===== config.mk =====
export PLATFORM = sky130hd
export DESIGN_NAME = mult_par_pipe
export DESIGN_NICKNAME = d
export VERILOG_FILES = /design/src/rtl/mult_pkg.sv /design/src/rtl/mult_parity_chk.sv /design/src/rtl/mult_par_pipe.sv
export SDC_FILE = /design/constraint.sdc
export NUM_CORES = 1
export LEC_CHECK = 0
export CORE_ASPECT_RATIO = 1.1
export CORE_MARGIN = 1
export CORE_UTILIZATION = 45
export DETAILED_ROUTE_END_ITERATION = 8
export GPL_TIMING_DRIVEN = 0
export HOLD_SLACK_MARGIN = 0.02
export PLACE_DENSITY_LB_ADDON = 0.1
export SLEW_MARGIN = 0
export SYNTH_ARGS = -nofsm -noshare
export SYNTH_HDL_FRONTEND = slang
export SYNTH_SLANG_ARGS = --single-unit

===== constraint.sdc =====
create_clock -name clk -period 7.7 [get_ports clk]
set_clock_uncertainty 0.05 [all_clocks]
set_input_delay 1.54 -clock clk [delete_from_list [all_inputs] [get_ports clk]]
set_output_delay 1.54 -clock clk [all_outputs]
set_load 0.02 [all_outputs]

===== src/rtl/mult_pkg.sv =====
// Shared definitions for the parity-checked pipelined multiplier.
//   MULT_DATA_W : default operand width
//   hs_state_t  : request/acknowledge handshake FSM states
package mult_pkg;

    localparam int MULT_DATA_W = 16;

    typedef enum logic [1:0] {
        HS_IDLE     = 2'd0,
        HS_ACK      = 2'd1,
        HS_WAIT_LOW = 2'd2
    } hs_state_t;

endpackage : mult_pkg


===== src/rtl/mult_parity_chk.sv =====
// Combinational operand parity check.
//   data   : operand bits
//   parity : parity supplied with the operand (correct when equal to ^data)
//   err    : 1 when the supplied parity disagrees with the operand
module mult_parity_chk
    import mult_pkg::*;
#(
    parameter int DATA_W = MULT_DATA_W
) (
    input  logic [DATA_W-1:0] data,
    input  logic              parity,
    output logic              err
);

    assign err = parity ^ (^data);

endmodule : mult_parity_chk


===== src/rtl/mult_par_pipe.sv =====
// Pipelined, parity-checked multiplier with req/ack operand handshake.
//   clk, rst            : clock, asynchronous active-high reset
//   req                 : operand request, held by the source until ack
//   arg_a/arg_b         : operands, each with its own parity bit
//   ack                 : one-cycle acceptance pulse
//   result              : 2*DATA_W product (0 when an operand parity was wrong)
//   result_parity       : XOR of result bits
//   result_rdy          : one-cycle result-valid pulse, LAT = PIPE_STAGES+1
//   arg_parity_error    : error flag qualified by result_rdy
//   err_cnt             : saturating count of accepted errored requests
//   hs_state            : current handshake FSM state (debug visibility)
module mult_par_pipe
    import mult_pkg::*;
#(
    parameter int DATA_W      = MULT_DATA_W,
    parameter int PIPE_STAGES = 2,
    parameter bit SIGNED      = 1'b1,
    parameter int ERR_CNT_W   = 8
) (
    input  logic                  clk,
    input  logic                  rst,
    input  logic                  req,
    input  logic [DATA_W-1:0]     arg_a,
    input  logic                  arg_a_parity,
    input  logic [DATA_W-1:0]     arg_b,
    input  logic                  arg_b_parity,
    output logic                  ack,
    output logic [2*DATA_W-1:0]   result,
    output logic                  result_parity,
    output logic                  result_rdy,
    output logic                  arg_parity_error,
    output logic [ERR_CNT_W-1:0]  err_cnt,
    output hs_state_t             hs_state
);

    localparam int PW = 2 * DATA_W;

    // Handshake: an operand pair is taken on the rising edge where req=1 and
    // the FSM is idle; ack is high for the following cycle. The source must
    // let req be sampled low once before the FSM will take another request,
    // so a request held high is never accepted twice.
    hs_state_t state_q, state_d;
    logic      accept;

    always_ff @(posedge clk or posedge rst) begin
        if (rst) state_q <= HS_IDLE;
        else     state_q <= state_d;
    end

    always_comb begin
        state_d = state_q;
        accept  = 1'b0;
        case (state_q)
            HS_IDLE: begin
                if (req) begin
                    state_d = HS_ACK;
                    accept  = 1'b1;
                end
            end
            HS_ACK:      state_d = HS_WAIT_LOW;
            HS_WAIT_LOW: if (!req) state_d = HS_IDLE;
            default:     state_d = HS_IDLE;
        endcase
    end

    assign ack      = (state_q == HS_ACK);
    assign hs_state = state_q;

    // Parity is checked on the raw inputs so the error counter can update on
    // the accept edge itself.
    logic err_a, err_b, err_in;

    mult_parity_chk #(.DATA_W(DATA_W)) u_chk_a (
        .data   (arg_a),
        .parity (arg_a_parity),
        .err    (err_a)
    );

    mult_parity_chk #(.DATA_W(DATA_W)) u_chk_b (
        .data   (arg_b),
        .parity (arg_b_parity),
        .err    (err_b)
    );

    assign err_in = err_a | err_b;

    // Operand capture register
    logic              cap_v;
    logic              cap_err;
    logic [DATA_W-1:0] cap_a, cap_b;

    always_ff @(posedge clk or posedge rst) begin
        if (rst) begin
            cap_v   <= 1'b0;
            cap_err <= 1'b0;
            cap_a   <= '0;
            cap_b   <= '0;
        end else begin
            cap_v <= accept;
            if (accept) begin
                cap_err <= err_in;
                cap_a   <= arg_a;
                cap_b   <= arg_b;
            end
        end
    end

    // Error counter, saturating at all-ones
    logic [ERR_CNT_W-1:0] err_cnt_q;

    always_ff @(posedge clk or posedge rst) begin
        if (rst) begin
            err_cnt_q <= '0;
        end else if (accept && err_in && (err_cnt_q != {ERR_CNT_W{1'b1}})) begin
            err_cnt_q <= err_cnt_q + ERR_CNT_W'(1);
        end
    end

    assign err_cnt = err_cnt_q;

    // Both operands are extended to full product width so a single PW-bit
    // multiply yields the exact signed or unsigned product.
    logic [PW-1:0] ext_a, ext_b, product;

    always_comb begin
        if (SIGNED) begin
            ext_a = {{DATA_W{cap_a[DATA_W-1]}}, cap_a};
            ext_b = {{DATA_W{cap_b[DATA_W-1]}}, cap_b};
        end else begin
            ext_a = {{DATA_W{1'b0}}, cap_a};
            ext_b = {{DATA_W{1'b0}}, cap_b};
        end
        product = cap_err ? '0 : (ext_a * ext_b);
    end

    // Multiply pipeline: each stage carries valid, product and error flag.
    // Data registers load only with a valid beat; valids clear on reset so
    // in-flight operations are discarded.
    for (genvar i = 0; i < PIPE_STAGES; i++) begin : g_stage
        logic          v_d, e_d, v_q, e_q;
        logic [PW-1:0] p_d, p_q;

        if (i == 0) begin : g_first
            assign v_d = cap_v;
            assign e_d = cap_err;
            assign p_d = product;
        end else begin : g_next
            assign v_d = g_stage[i-1].v_q;
            assign e_d = g_stage[i-1].e_q;
            assign p_d = g_stage[i-1].p_q;
        end

        always_ff @(posedge clk or posedge rst) begin
            if (rst) begin
                v_q <= 1'b0;
                e_q <= 1'b0;
                p_q <= '0;
            end else begin
                v_q <= v_d;
                if (v_d) begin
                    e_q <= e_d;
                    p_q <= p_d;
                end
            end
        end
    end

    logic          last_v, last_e;
    logic [PW-1:0] last_p;

    assign last_v = g_stage[PIPE_STAGES-1].v_q;
    assign last_e = g_stage[PIPE_STAGES-1].e_q;
    assign last_p = g_stage[PIPE_STAGES-1].p_q;

    // Output register: result fields hold between result_rdy pulses.
    always_ff @(posedge clk or posedge rst) begin
        if (rst) begin
            result_rdy       <= 1'b0;
            result           <= '0;
            result_parity    <= 1'b0;
            arg_parity_error <= 1'b0;
        end else begin
            result_rdy <= last_v;
            if (last_v) begin
                result           <= last_p;
                result_parity    <= ^last_p;
                arg_parity_error <= last_e;
            end
        end
    end

endmodule : mult_par_pipe


==> qor.csv <==
stage;metric;value;unit
cts;latest clock arrival within the worst-skew pair;0.44;ns
floorplan;core footprint;0.0345;mm²
hold_path;Hold Path Class;register to register;
sta;# setup viols final;0;
routing;Routed WL per cell;17.5;µm
cts;Reg clk slew, reported paths;0.06;ns
run_status;status;completed;
cts;H-tree lvl count;4;
worst_setup_path;CP Capture Type;register;
layout;area occupied by registers;0.00368;mm²
yosys;top post-synthesis cells by area;fa_1, dfrtp_1, inv_1;
worst_setup_path;CP max FO;10;
grt;number of global-route vias before repair;11356;
cts;Root Driver;clkbuf_16;
yosys;cell taking the most area after synthesis;fa_1;
sta;crit share post-route;92.1;%
layout;Fill cells;3189;
cts;Num CTS Buffers;17;
layout;Final #Nets;1979;
sta;slew margin rel.;52.6;%
grt;GRT Total Usage;22.0;%
placement;GP Congestion;0.916;
yosys;Seq/Total Area, Yosys;23.2;%
routing;total length of routed wires;35900;µm
placement;Detailed Place HPWL;29800;µm
grt;first-pass GRT wire length;60700;µm
sta;crit path time final;7.09;ns
yosys;Synth top area share;33.0;%
routing;Initial DRC Count;486;
sta;Max Slew Vio Count;0;
worst_setup_path;crit start category;register;
yosys;Post-Syn Area;0.0159;mm²
sta;count of final hold-check violations;0;
layout;ratio of cells with drive above 1 in the final layout;8.95;%
sta;fmax;141;MHz
yosys;Commonest cells post-synth;inv_1, fa_1, nand2_1, dfrtp_1, and2_1;
layout;Area growth, synth to finish;12.9;%
yosys;FFs w/ async S/R, synth;100;%
placement;IO buf count;82;
cts;post-CTS setup buffer count;0;
layout;Multi-input gate area;0.0109;mm²
yosys;most instantiated library cell after synthesis;inv_1;
worst_setup_path;crit path cell chain;clkbuf_1 -> nand2_1 -> inv_1 -> fa_1 -> fa_1 -> fa_1 -> fa_1 -> fa_1 -> inv_1 -> fa_1 -> inv_1 -> ha_1 -> a41oi_1 -> o21ai_0 -> a21oi_1 -> nand2_1 -> o221a_4 -> a221oi_2 -> nor4_1 -> or3_1;
cts;CTS hold repair buffers;0;
yosys;synth warn;0;
grt;largest net degree at the start of global routing;99;
routing;Via Count;10223;
routing;DR vias/cell;4.99;
worst_setup_path;critical path arrival;7.35;ns
floorplan;die height;199;µm
routing;drt pass-1 iters;4;
sta;actual slew at the worst max-slew pin;0.711;ns
floorplan;Rows;71;
yosys;FF+latch count, synth;147;
layout;Final Util;52.0;%
worst_setup_path;Critical-path top delay cell;fa_1;
floorplan;Die X;181;µm
routing;DRC Markers;0;
worst_setup_path;Worst Path Required;7.96;ns
floorplan;die area;0.0360;mm²
worst_setup_path;slowest cell delay on critical path;0.99;ns
cts;clock sink total;147;
grt;GR Overflow Total;0;
yosys;number of synthesized flops with an enable pin;0;
cts;post-cts resize count;0;
sta;setup_tns;0;ns
cts;clock tree buffer depth;2;
sta;RSZ-0062 raised after global routing;no;
sta;final hold slack;0.323;ns
worst_setup_path;Worst Path Class, Setup;register to register;
yosys;Synth Net Count;1877;
run;max-cap violations;0;
cts;TritonCTS clock tree;yes;
yosys;Avg Inst Size Synth;10.6;µm²
routing;number of routed nets with antenna violations;0;
grt;initial antenna violation count;0;
yosys;Main synth FF type;dfrtp_1;
yosys;Synth cell types;58;
yosys;Post-Syn Instances;1495;
worst_setup_path;most used cell along the critical path;fa_1;
layout;n_diodes;0;
floorplan;starting density of the core;46.1;%
floorplan;boundary pin count;83;
routing by layer:
| layer | global-route usage, % | vias up | routed length (µm) |
|---|---|---|---|
| li1 | - | 4790 | - |
| met1 | 29.0 | 5178 | 16500 |
| met2 | 37.2 | 215 | 17100 |
| met3 | 4.34 | 40 | 1630 |
| met4 | 5.68 | 0 | 680 |
| met5 | 0 | - | 0 |
sequential cells by signal (all words and copies together), names as in the netlist:
register	count
cap_b	16
hs_state	2
g_stage.e_q	2
g_stage.v_q	2
cap_err	1
g_stage.p_q	64
cap_v	1
result	32
arg_parity_error	1
err_cnt	8
cap_a	16
result_parity	1
result_rdy	1
cell families after synthesis:
logic type	synth area share, %
and+or+nand+nor	10.9
AOI/OAI and AO/OA	5.17
DFF	23.2
xor gates and xnor gates	5.74
adders and majority gates	39.6
muxes	7.15
buffers and inverters	8.34
cell type report:
class | instances | area share, %
clock buffers | 22 | 2.59
well taps | 438 | 3.06
multi-input cells | 995 | 60.7
plain buffers | 52 | 1.09
flip-flops and latches | 147 | 20.5
repair buffers | 83 | 4.73
inverters | 301 | 6.33
clock inverters | 9 | 0.991
per-stage QoR:
step	setup slack, ns	cells	cell area (µm²)
6_report	0.608	2047	17900
5_1_grt	0.272	2047	17900
4_1_cts	0.699	2047	17900
3_5_place_dp	0.724	2016	17300
3_3_place_gp	0.0502	2015	17200
2_1_floorplan	1.52	1495	15900
cell usage in the layout, fill, tap and decap left out, types with 17 or more instances in the layout:
cell / n
clkdlybuf4s50_1: 82
mux2_2: 99
ha_1: 83
fa_1: 262
and2_1: 123
xnor2_1: 83
nand2_1: 149
o2bb2ai_1: 24
nor2_1: 30
clkbuf_16: 17
inv_1: 300
dfrtp_1: 147
clkbuf_1: 51
a21oi_1: 25
path summary, 6_finish.rpt:
| path | startpoint | endpoint | slack, ns | cells past startpoint |
|---|---|---|---|---|
| min in group asynchronous | rst | result[2] | 1.45 | 2 |
| max | cap_b[1] | g_stage[0].p_q[30] | 0.61 | 20 |
| min reg2reg | g_stage[0].v_q | g_stage[1].v_q | 0.32 | 0 |
| min | g_stage[0].v_q | g_stage[1].v_q | 0.32 | 0 |
| max reg2reg | cap_b[1] | g_stage[0].p_q[30] | 0.61 | 20 |
| max in group asynchronous | rst | g_stage[1].p_q[26] | 5.29 | 3 |
worst max-delay path: cells and delay by family, from the launching register on:
family,cells,cell delay [ns]
fa+ha+maj,7,3.89
buf+inv,4,0.72
flops,1,0.47
simple gates,4,0.70
compound gates,5,1.13
Power is not shown: default switching activity piles up to over one toggle a cycle in this logic, so the estimate is an artifact.
